## config.mk

```make
export PLATFORM = sky130hd
export DESIGN_NAME = vga_sync
export DESIGN_NICKNAME = d
export VERILOG_FILES = /design/src/rtl/vga_sync.sv
export SDC_FILE = /design/constraint.sdc
export NUM_CORES = 1
export LEC_CHECK = 0
export CORE_MARGIN = 2
export CORE_UTILIZATION = 57
export CTS_BUF_LIST = sky130_fd_sc_hd__clkbuf_8
export DETAILED_ROUTE_END_ITERATION = 10
export GPL_ROUTABILITY_DRIVEN = 0
export PLACE_DENSITY = 0.87
export REMOVE_ABC_BUFFERS = 1
export SETUP_SLACK_MARGIN = 0.3
export SLEW_MARGIN = 20
export SYNTH_ARGS = -nofsm -noshare
export SYNTH_HDL_FRONTEND = slang
export SYNTH_SLANG_ARGS = --single-unit
```

## constraint.sdc

```tcl
create_clock -name clk -period 3.4 [get_ports clk]
set_clock_uncertainty 0.1 [all_clocks]
set_input_delay 0.51 -clock clk [delete_from_list [all_inputs] [get_ports clk]]
set_output_delay 0.51 -clock clk [all_outputs]
set_load 0.005 [all_outputs]
```

## src/rtl/vga_sync.sv

```systemverilog
// VGA timing generator: pixel-tick divider, horizontal/vertical position
// counters, registered sync outputs and decoded blanking/frame markers.
module vga_sync #(
   parameter int CLK_DIV   = 2,
   parameter int H_DISPLAY = 640,
   parameter int H_FRONT   = 16,
   parameter int H_SYNC    = 96,
   parameter int H_BACK    = 48,
   parameter int V_DISPLAY = 480,
   parameter int V_FRONT   = 10,
   parameter int V_SYNC    = 2,
   parameter int V_BACK    = 33,
   parameter bit SYNC_POL  = 1'b0
) (
   input  logic       clk,
   input  logic       reset,
   output logic       hsync,
   output logic       vsync,
   output logic       video_on,
   output logic       p_tick,
   output logic [9:0] pixel_x,
   output logic [9:0] pixel_y,
   output logic       frame_start
);

   localparam int H_TOTAL = H_DISPLAY + H_FRONT + H_SYNC + H_BACK;
   localparam int V_TOTAL = V_DISPLAY + V_FRONT + V_SYNC + V_BACK;

   localparam logic [9:0] H_MAX    = 10'(H_TOTAL - 1);
   localparam logic [9:0] V_MAX    = 10'(V_TOTAL - 1);
   localparam logic [9:0] H_VIS    = 10'(H_DISPLAY);
   localparam logic [9:0] V_VIS    = 10'(V_DISPLAY);
   localparam logic [9:0] HS_START = 10'(H_DISPLAY + H_FRONT);
   localparam logic [9:0] HS_END   = 10'(H_DISPLAY + H_FRONT + H_SYNC - 1);
   localparam logic [9:0] VS_START = 10'(V_DISPLAY + V_FRONT);
   localparam logic [9:0] VS_END   = 10'(V_DISPLAY + V_FRONT + V_SYNC - 1);

   // Pixel-tick divider; with a divide of one every clk is a pixel.
   generate
      if (CLK_DIV == 1) begin : g_nodiv
         assign p_tick = 1'b1;
      end else begin : g_div
         localparam int DIV_W = $clog2(CLK_DIV);
         localparam logic [DIV_W-1:0] DIV_MAX = DIV_W'(CLK_DIV - 1);
         logic [DIV_W-1:0] div;

         always_ff @(posedge clk or posedge reset) begin
            if (reset)
               div <= '0;
            else if (div == DIV_MAX)
               div <= '0;
            else
               div <= div + 1'b1;
         end

         assign p_tick = (div == DIV_MAX);
      end
   endgenerate

   logic [9:0] x_nxt, y_nxt;
   logic       hs_nxt, vs_nxt;

   always_comb begin
      x_nxt = pixel_x;
      y_nxt = pixel_y;
      if (p_tick) begin
         if (pixel_x == H_MAX) begin
            x_nxt = '0;
            y_nxt = (pixel_y == V_MAX) ? 10'd0 : pixel_y + 10'd1;
         end else begin
            x_nxt = pixel_x + 10'd1;
         end
      end
   end

   // Syncs decode the next count so the registered pulse lines up with the counters.
   always_comb begin
      hs_nxt = ~SYNC_POL;
      vs_nxt = ~SYNC_POL;
      if (x_nxt >= HS_START && x_nxt <= HS_END)
         hs_nxt = SYNC_POL;
      if (y_nxt >= VS_START && y_nxt <= VS_END)
         vs_nxt = SYNC_POL;
   end

   always_ff @(posedge clk or posedge reset) begin
      if (reset) begin
         pixel_x <= '0;
         pixel_y <= '0;
         hsync   <= ~SYNC_POL;
         vsync   <= ~SYNC_POL;
      end else begin
         pixel_x <= x_nxt;
         pixel_y <= y_nxt;
         hsync   <= hs_nxt;
         vsync   <= vs_nxt;
      end
   end

   assign video_on    = (pixel_x < H_VIS) && (pixel_y < V_VIS);
   assign frame_start = p_tick && (pixel_x == H_MAX) && (pixel_y == V_MAX);

endmodule

```

# [Yosys cells after proc, flatten, opt, wreduce, memory -nomap -nowiden]
# Index checks and enable logic that the tools add are counted.
# Widths: inputs -> output; s select.
[op_classes] addsub=3 n_lt_le_gt_ge=6 eq_ne=2 n_mux=8 reduce_logical=5
[ops] operator="$mux 10" n=5
[ops] operator="$add 10x1->10 const B" n=2
[ops] operator="$eq 10x10->1 const B" n=2
[ops] operator="$ge 10x10->1 const B" n=1
[ops] operator="$ge 10x9->1 const B" n=1
[ops] operator="$le 10x10->1 const B" n=1
[ops] operator="$le 10x9->1 const B" n=1
[ops] operator="$lt 10x10->1 const B" n=1
[ops] operator="$lt 10x9->1 const B" n=1
[ops] operator="$logic_and 1x1->1" n=5
[ops] operator="$mux 1" n=3
[ops] operator="$add 1x1->1 const B" n=1
[totals] register_bits=23 input_bits=2 output_inout_bits=25

# [Depth between registers and ports, before layout]
# Gate-level depths: netlist of run 1.
[depth] ltp_word=7 mapped_depth=8

# [Worst setup path after synthesis of run 1]
# OpenSTA, ideal clock, no wires.
[synth_path] kind="flip-flop to output port" start="reg pixel_y[0]" end="out frame_start" arrival_ps=1214 required_time_ps=2790 setup_slack_ps=1576 path_stages_with_launch=6 n_path_buf=0 cell_sequence="dfrtp_1 -> inv_1 -> ha_1 -> nor4b_2 -> nand4_1 -> nor2_1"
[synth_between] elab_chain_cells=2
[synth_rtl] element="start: declaration" line_no="22" text="output logic [9:0] pixel_y,"
[synth_rtl] element="start signal: assignment" line_no="94" text="pixel_y <= y_nxt;"
[synth_rtl] element="$eq 10x10->1" line_no="101" text="assign frame_start = p_tick && (pixel_x == H_MAX) && (pixel_y == V_MAX);"
[synth_rtl] element="$logic_and 1x1->1" line_no="101"
[synth_rtl] element="end: declaration" line_no="23" text="output logic frame_start"
# Every way passes these cells.

# [Final worst setup path of run 1]
[layout_path] start="reg pixel_y[1]" end="out frame_start"
# The elaborated chain is that of the path after synthesis.

==> results of run 1 <==
==> cells by family after synthesis <==
family	Yosys count
flip-flops	23
AND/OR/NAND/NOR	58
XOR/XNOR	10
buffers and inverters	16
multiplexers	1
adder cells (fa/ha/maj)	3
AO/OA/AOI/OAI	27
==> power breakdown <==
part / switching (mW) / internal, mW / leakage, nW
combinational: 0.00504 / 0.00106 / 0.356
sequential: 0 / 0.273 / 0.300
clock: 0.0839 / 0.0807 / 0.0269
total: 0.0890 / 0.355 / 0.683
==> synthesized netlist by cell type (2+ instances only) <==
library cell   n  area (um2)
dfrtp_1       21         526
nand3_1       11        55.1
inv_1         10        37.5
nor2_1         8        30.0
o21ai_0        8        40.0
nand2_1        7        26.3
xor2_1         7        61.3
nand4_1        6        37.5
nor3_1         4        20.0
nor3b_1        4        30.0
a21oi_1        3        15.0
and4_1         3        26.3
ha_1           3        37.5
or3_1          3        18.8
a31o_2         2        17.5
a31oi_1        2        12.5
a41oi_1        2        17.5
clkbuf_1       2        7.51
dfstp_2        2        52.6
o21a_1         2        15.0
o21ai_1        2        10.0
o31ai_1        2        15.0
xnor2_1        2        17.5
==> area by class of cell <==
| type | instances | area [um2] |
|---|---|---|
| multi-input cells | 99 | 682 |
| flip-flops and latches | 23 | 578 |
| fillers | 165 | 574 |
| repair buffers | 26 | 260 |
| clock buffers | 3 | 41.3 |
| inverters | 10 | 37.5 |
| well taps | 28 | 35.0 |
| clock inverters | 1 | 3.75 |
==> final timing paths <==
kind / start / endpoint / slack (ns) / cells after the start
max reg2reg: pixel_x[0] / vsync / 1.18 / 6
max in group asynchronous: reset / pixel_y[1] / 2.07 / 2
min: pixel_x[2] / pixel_x[2] / 0.41 / 1
min reg2reg: pixel_x[2] / pixel_x[2] / 0.41 / 1
min in group asynchronous: reset / pixel_x[0] / 0.61 / 2
max: pixel_y[1] / frame_start / 0.67 / 6
==> sequential cells by signal, indices dropped and copies added, names as in the netlist <==
signal	count
p_tick	1
pixel_x	10
pixel_y	10
hsync	1
vsync	1
==> layer usage <==
| layer | wire [um] | GRT usage [%] | vias to the layer above |
|---|---|---|---|
| met1 | 1210 | 29.8 | 532 |
| met2 | 1330 | 37.9 | 54 |
| li1 | - | - | 548 |
| met3 | 174 | 2.86 | 5 |
| met5 | 0 | 0 | - |
| met4 | 51 | 13.2 | 0 |
==> critical path, stage by stage, from the launching register on <==
cell             delay [ns]
dfrtp_1                0.44
inv_1                  0.11
ha_1                   0.14
nor4b_2                0.22
nand4_1                0.27
nor2_1                 0.16
clkdlybuf4s50_1        0.52
==> stage by stage <==
stage               power (mW)  area (um2)  setup WS (ns)  instances  util [%]
detailed placement       0.285        1590          0.994        186      72.0
global route             0.457        1640          0.538        190      74.0
global placement         0.285        1590           1.03        186      72.0
finish                   0.444        1640          0.673        190      74.0
CTS                      0.450        1640          0.672        190      74.0
floorplan                0.283        1300           1.55        132         -
==> reports/qor.csv, run 1 <==
metric,value,unit
antenna_found_initial,0,
holdWs,0.412,ns
syn2layout_area_growth,21.9,%
clk_pin_slew,0.08,ns
cts_max_level,1,
vdd_drop_max,292,uV
clock_path_buffers,2,
syn_area_per_cell,9.74,um2
finalSetupTns,0,ns
critical_path_class,reg2out,
overflow,0,
die_y,52.6,um
powerDensity,271,nW/um2
synth-xor-area-share,7.08,%
synth-edff-count,0,
grt_util_all_layers,23.3,%
hold_violations,0,
worstSkewPairLatency,0.26,ns
synth_warnings,0,
hold_class,reg2reg,
routedWlPerCell,14.6,um
maxSlewViolCount,0,
cp.arrival,2.12,ns
period_share,80.2,%
post_cts_resize_count,0,
vias,1139,
cp.required,2.79,ns
row_count,17,
synth_fa_ha_area_share,2.79,%
antennaDiodeCount,0,
fmax,367,MHz
synthCells,138,
final_common_cell,clkdlybuf4s50_1,
worstSetupEndpointType,output pin,
holdBufCountCts,0,
yosysSeqAreaShare,43.0,%
worst_slew_pin_slew,0.842,ns
maxCapViolCount,0,
synth_cell_type_count,45,
synthMuxAreaShare,0.745,%
initialDrtViolationCount,46,
die-area,2760,um2
cts_sinks,23,
power_leakage,0.683,nW
final_nets,168,
synth_area,1340,um2
grt_max_degree,24,
start_kind,flop,
root_buffer,clkbuf_8,
grt_pass1_wl,4660,um
layout_common_cells,"clkdlybuf4s50_1, dfrtp_1, inv_1, nand3_1",
finalSetupViolations,0,
vias_per_cell,5.99,
core-area,2210,um2
yosys.area_share.simple,27.2,%
dp_hpwl,2040,um
start_util,60.7,%
rsz0062_at_grt,false,
synth_compound_area_share,12.9,%
boundaryPins,27,
synth_top_family_by_area,simple AND/OR/NAND/NOR gates,
slew_headroom,43.8,%
first_pass_iters,4,
cts_tree,done,
synthArstFlopShare,100,%
port_buffers,26,
period_needed,2.73,ns
die-width,52.6,um
ys_seq_elements,23,
wirelength,2770,um
status,finished clean,
drcViolationCount,0,
grt_pass1_vias,1058,
cts_inserted_buffers,3,
ant_nets,0,
drive_gt1_share,9.26,%
synth_flop_cell,dfrtp_1,
post-cts-setup-buffers,0,
crit_path_max_fanout,6,
(Power assumes the default switching activity.)
==> inputs of run 2 (changes only) <==
--- a/config.mk
+++ b/config.mk
@@ -6,11 +6,11 @@
 export NUM_CORES = 1
 export LEC_CHECK = 0
 export CORE_MARGIN = 2
-export CORE_UTILIZATION = 57
+export CORE_UTILIZATION = 48
 export CTS_BUF_LIST = sky130_fd_sc_hd__clkbuf_8
 export DETAILED_ROUTE_END_ITERATION = 10
 export GPL_ROUTABILITY_DRIVEN = 0
-export PLACE_DENSITY = 0.87
+export PLACE_DENSITY = 0.78
 export REMOVE_ABC_BUFFERS = 1
 export SETUP_SLACK_MARGIN = 0.3
 export SLEW_MARGIN = 20
==> constraint.sdc (replaced) <==
create_clock -name clk -period 2.4 [get_ports clk]
set_clock_uncertainty 0.1 [all_clocks]
set_input_delay 0.36 -clock clk [delete_from_list [all_inputs] [get_ports clk]]
set_output_delay 0.36 -clock clk [all_outputs]
set_load 0.005 [all_outputs]
==> reports/qor.csv, run 2 (synthesis gave the netlist of run 1 again) <==
metric,value,unit
rsz0062_at_grt,true,
fmax,496,MHz
r2r_setup_slack,0.39,ns
dp_hpwl,2200,um
wirelength,3200,um
start_kind,flop,
cts_sinks,23,
period_share,84.1,%
first_pass_iters,4,
cts_inserted_buffers,3,
reg.largest.list,"pixel_x: 10 flops, pixel_y: 10 flops",
crit_path_max_fanout,2,
vias,1219,
vias_per_cell,5.95,
root_buffer,clkbuf_8,
routedWlPerCell,15.6,um
ant_nets,0,
worstSetupEndpointType,output pin,
final_common_cell,clkdlybuf4s50_1,
die-area,3240,um2
final_nets,180,
drcViolationCount,0,
maxSlewViolCount,0,
initialDrtViolationCount,42,
grt_max_degree,24,
powerDensity,361,nW/um2
port_buffers,26,
power_leakage,0.751,nW
cts_max_level,1,
crit_family,simple AND/OR/NAND/NOR gates,
status,finished clean,
antennaDiodeCount,0,
period_needed,2.02,ns
holdBufCountCts,0,
grt_pass1_vias,1198,
row_count,19,
cp_cell_sequence,inv_1 -> ha_1 -> nor4b_4 -> nand4_1 -> nor2_1 -> clkbuf_2,
finalSetupViolations,0,
die-width,56.9,um
maxCapViolCount,0,
cp.required,1.94,ns
die_y,56.9,um
overflow,0,
critical_path_class,reg2out,
vdd_drop_max,389,uV
layout_common_cells,"clkdlybuf4s50_1, dfrtp_1, buf_4",
cp.arrival,1.56,ns
slowest_delay,0.41,ns
cp_num_buf_inv,2,
drive_gt1_share,20.1,%
hold_violations,0,
grt_pass1_wl,5260,um
slew_headroom,73.9,%
hold_class,in2async,
clock_path_buffers,2,
antenna_found_initial,0,
worstSkewPairLatency,0.26,ns
start_util,49.6,%
core-area,2710,um2
cts_tree,done,
finalSetupTns,0,ns
grt_util_all_layers,20.4,%
boundaryPins,27,
critical-path-slowest-cell,dfrtp_2,
clk_pin_slew,0.08,ns
utilization,64.7,%
worst_slew_pin_slew,0.387,ns
syn2layout_area_growth,30.5,%
run 2: changes by cell type in the layout (fill, tap and decap cells not counted):
cell,before,now
buf_4,0,12
dfrtp_1,21,16
dfrtp_2,0,5
clkdlybuf4s50_1,26,24
a41oi_1,2,1
a41oi_2,0,1
and4_1,3,2
and4_4,0,1
clkbuf_2,0,1
dlymetal6s2s_1,0,1
nor4b_2,1,0
nor4b_4,0,1
run 2: repair_timing:
| action | 4_1_cts | 5_1_grt |
|---|---|---|
| setup endpoints to repair | 3 | 4 |
| buffers inserted | 4 | 4 |
| resized for setup | 8 | 5 |
| pin swaps | 1 | 3 |
run 2: metrics by stage:
step	instances	setup WS (ns)	cell area [um2]	power (mW)	hold WS (ns)
after floorplan	132	0.549	1300	0.401	0.260
after global placement	193	0.231	1630	0.406	0.406
after detailed placement	193	0.206	1630	0.406	0.426
after CTS	201	0.254	1720	0.638	0.343
after global routing	205	0.295	1750	0.655	0.401
final	205	0.382	1750	0.633	0.326
run 2: final cells by class:
cell class              count  area [um2]
fillers                   227         956
multi-input cells          99         701
flip-flops and latches     23         584
repair buffers             38         348
clock buffers               3        41.3
well taps                  31        38.8
inverters                  10        37.5
clock inverters             1        3.75
run 2: report_power, final:
part	internal (mW)	switching [mW]	total [mW]
clock	0.114	0.122	0.236
sequential	0.387	0	0.387
combinational	0.00261	0.00748	0.0101
total	0.504	0.129	0.633
run 2: worst register-to-register path: stages, from the launching register on:
cell and delay [ns]:
dfrtp_2 0.41, inv_1 0.08, ha_1 0.16, nor4b_4 0.22, nand4_1 0.18, buf_4 0.18
buf_4 0.15, a41oi_2 0.20, o22ai_1 0.14, o2111ai_1 0.11
run 2: worst paths after layout:
check	cells past startpoint	to	start
worst min-delay path	3	pixel_y[0]	reset
worst max register to register	9	vsync	pixel_y[1]
worst min register to register	1	pixel_x[2]	pixel_x[2]
min in group clk	1	pixel_x[2]	pixel_x[2]
worst max-delay path	6	frame_start	pixel_y[1]
max in group asynchronous	3	hsync	reset
run 2: layer usage:
layer / GRT usage (%) / vias to the layer above / share of wire [%]
met5: 0 / - / 0
met4: 6.98 / 0 / 0.53
met3: 4.84 / 4 / 5.7
met2: 35.3 / 52 / 51
met1: 24.7 / 592 / 42
li1: - / 571 / -
==> inputs of run 3 (changes only) <==
--- a/config.mk
+++ b/config.mk
@@ -6,11 +6,11 @@
 export NUM_CORES = 1
 export LEC_CHECK = 0
 export CORE_MARGIN = 2
-export CORE_UTILIZATION = 48
+export CORE_UTILIZATION = 53
 export CTS_BUF_LIST = sky130_fd_sc_hd__clkbuf_8
 export DETAILED_ROUTE_END_ITERATION = 10
 export GPL_ROUTABILITY_DRIVEN = 0
-export PLACE_DENSITY = 0.78
+export PLACE_DENSITY = 0.82
 export REMOVE_ABC_BUFFERS = 1
 export SETUP_SLACK_MARGIN = 0.3
 export SLEW_MARGIN = 20
==> constraint.sdc (replaced) <==
create_clock -name clk -period 2 [get_ports clk]
set_clock_uncertainty 0.1 [all_clocks]
set_input_delay 0.3 -clock clk [delete_from_list [all_inputs] [get_ports clk]]
set_output_delay 0.3 -clock clk [all_outputs]
set_load 0.005 [all_outputs]
==> reports/qor.csv, run 3 (synthesis gave the netlist of run 1 again) <==
metric,value,unit
placed_cell_area,1750,um2
intPower,607,uW
initialDrtViolationCount,115,
maxCapViolCount,0,
grt_pass1_vias,1440,
final_nets,219,
finalSetupTns,-0.762,ns
wirelength,5730,um
core-area,2430,um2
powerDensity,344,nW/um2
status,"finished, violations left",
antennaDiodeCount,0,
first_pass_iters,5,
grt_util_all_layers,32.6,%
fmax,447,MHz
die-area,2950,um2
layout_common_cells,"buf_4, dfrtp_1, buf_6",
vias_per_cell,6.52,
power_leakage,1.20,nW
ant_nets,0,
cts_max_level,1,
combinationalPowerShare,1.6,%
period_needed,2.24,ns
clock_path_buffers,2,
final_common_cell,buf_4,
reg.largest.list,"pixel_x: 10 flops, pixel_y: 10 flops",
worst_slew_pin_slew,0.509,ns
hold_class,in2async,
cts_tree,done,
root_buffer,clkbuf_8,
vias,1584,
syn2layout_area_growth,69.3,%
die-width,54.4,um
drive_gt1_share,46.0,%
cts_sinks,23,
cts_inserted_buffers,3,
fin_area,2270,um2
start_util,55.2,%
drcViolationCount,0,
critical_path_class,reg2reg,
maxSlewViolCount,0,
switchingPower,174,uW
finalSetupViolations,6,
slew_headroom,65.8,%
boundaryPins,27,
grt_max_degree,24,
worstSetupEndpointType,flop,
cp.required,2.09,ns
period_share,112,%
rr_worst_depth,12,
clk_pin_slew,0.09,ns
cp.arrival,2.32,ns
p_seq_share,59.5,%
antenna_found_initial,0,
r2r-end,vsync,
p_clk_share,38.9,%
vdd_drop_max,446,uV
port_buffers,26,
die_y,54.4,um
row_count,18,
dp_hpwl,2430,um
hold_violations,0,
violations,setup timing,
crit_path_max_fanout,5,
start_kind,flop,
rr_startpoint,pixel_y[1],
fin_ws,-0.235,ns
routedWlPerCell,23.6,um
power_switching_share,22.3,%
r2r_setup_slack,-0.24,ns
worstSkewPairLatency,0.27,ns
grt_pass1_wl,6810,um
rsz0062_at_grt,true,
overflow,0,
run 3: area by class of cell:
type	count	area, um2
inverters	10	37.5
well taps	30	37.5
flip-flops and latches	23	581
fillers	82	158
clock buffers	3	41.3
repair buffers	76	714
multi-input cells	100	858
clock inverters	1	5.00
run 3: how the worst max path moves through the flow:
| stage | startpoint | end | slack (ns) |
|---|---|---|---|
| 6_report | pixel_y[1] | vsync | -0.24 |
| 5_1_grt | pixel_y[1] | vsync | -0.32 |
| 4_1_cts | pixel_y[1] | vsync | -0.03 |
| 3_5_place_dp | pixel_y[1] | frame_start | 0.06 |
| 3_3_place_gp | pixel_y[1] | frame_start | 0.07 |
| 2_1_floorplan | pixel_x[0] | vsync | 0.15 |
run 3: per-layer routing:
metal	GRT usage [%]	wire length, um
met5	0	0
met2	54.4	2770
met3	4.64	529
met4	17.1	350
met1	40.7	2080
run 3: power groups by stage:
| stage | clock (mW) | combinational (mW) | sequential [mW] |
|---|---|---|---|
| global placement | 0 | 0.0128 | 0.474 |
| global route | 0.326 | 0.0150 | 0.465 |
| CTS | 0.290 | 0.0131 | 0.465 |
| finish | 0.304 | 0.0129 | 0.465 |
| floorplan | 0 | 0.00690 | 0.474 |
| detailed placement | 0 | 0.0131 | 0.474 |
run 3: what timing repair did:
item	in CTS	in global routing
hold buffers	0	0
pin swaps	18	13
setup buffers	14	16
gates cloned	1	0
gates resized for setup	53	34
endpoints found under the setup margin	22	26
run 3: through the flow:
stage	setup slack, ns	power, mW	instances	util (%)	hold slack, ns
2_1_floorplan	0.149	0.481	132	-	0.200
3_3_place_gp	0.0730	0.487	208	71.8	0.397
3_5_place_dp	0.0556	0.487	208	71.8	0.412
4_1_cts	-0.0262	0.768	227	84.0	0.281
5_1_grt	-0.319	0.805	243	93.5	0.322
6_report	-0.235	0.782	243	93.5	0.277
run 3: worst max-delay path, cell delays in order, from the launching register on:
cell	delay, ns
dfrtp_1	0.41
inv_2	0.08
ha_2	0.17
nor4b_4	0.20
nand4_1	0.18
buf_4	0.18
buf_6	0.10
buf_6	0.10
buf_6	0.10
buf_6	0.12
nand4_1	0.09
a31oi_1	0.08
o2111ai_1	0.22
==> patch, RTL diff (flow settings as in run 3) <==
`CLK_DIV`: 2 -> 4.
--- a/src/rtl/vga_sync.sv
+++ b/src/rtl/vga_sync.sv
@@ -1,7 +1,7 @@
 // VGA timing generator: pixel-tick divider, horizontal/vertical position
 // counters, registered sync outputs and decoded blanking/frame markers.
 module vga_sync #(
-   parameter int CLK_DIV   = 2,
+   parameter int CLK_DIV   = 4,
    parameter int H_DISPLAY = 640,
    parameter int H_FRONT   = 16,
    parameter int H_SYNC    = 96,
Behaviour: not the same (a bounded check fails within 4 cycles, from zero or initial values and one cycle with reset high).
==> patch against run 3 <==
The flow now stops in global routing. Synthesized area is 5.1% higher.
==> patch: results (changes against run 3) <==
Worst endpoint after global-route timing repair = vsync$_DFF_PP1_/D
Largest cells by area after synthesis = dfrtp_1 (39%), o21ai_0 (4.3%), nand2_1 (4.3%), dfstp_2 (3.7%), and3_1 (3.5%)
Post-synth top cells = dfrtp_1 (22), nand2_1 (16), o21ai_0 (12)
Dpl cell area = 0.00200 mm^2 (+14%)
Status = did not finish
Htree depth = 1 (unchanged)
PortBufs = 26 (unchanged)
Clock tree buffer depth = 2 (unchanged)
Sequential area share after synthesis = 42.7% (-0.32 points)
Placed instance count = 241 (+16%)
Die width = 55.6 um (+2.3%)
CTS Sinks = 24 (+4.3%)
Mapped Cells = 149 (+8.0%)
Total CTS buffers = 3 (unchanged)
Yosys warns = 0 (unchanged)
Error = [ERROR DPL-0038] Utilization greater than 100%, impossible to legalize
Ys flop type = dfrtp_1
Post-DP HPWL = 2.95 mm (+21%)
Post-synth cell types = 44 (-2.2%)
WEP type = register input
Asr flop ratio synth = 100% (unchanged)
Root buf cell = clkbuf_8
Stopped at = global routing
Setup slack at placement = -401 ps (-457 ps)
Largest net degree at the start of global routing = 25
-- patch: logic make-up after synthesis --
kind of cell               after synthesis  share of synthesized area (%)
muxes                                    3                           2.21
xor gates and xnor gates                 6                           3.72
buffers and inverters                   10                           2.75
adders and majority gates                4                           3.54
DFF                                     24                           42.7
AOI/OAI and AO/OA                       32                           15.1
and+or+nand+nor                         70                           30.0
-- patch: per-stage QoR --
stage	hold WS (ps)	TNS [ps]
after detailed placement	349	-671
after CTS	274	-561
after floorplan	213	-538
after global placement	315	-496
-- patch: what timing repair did --
action	CTS
cloned	0
gates resized for setup	74
endpoints found under the setup margin	25
setup buffers	21
pin swaps	29
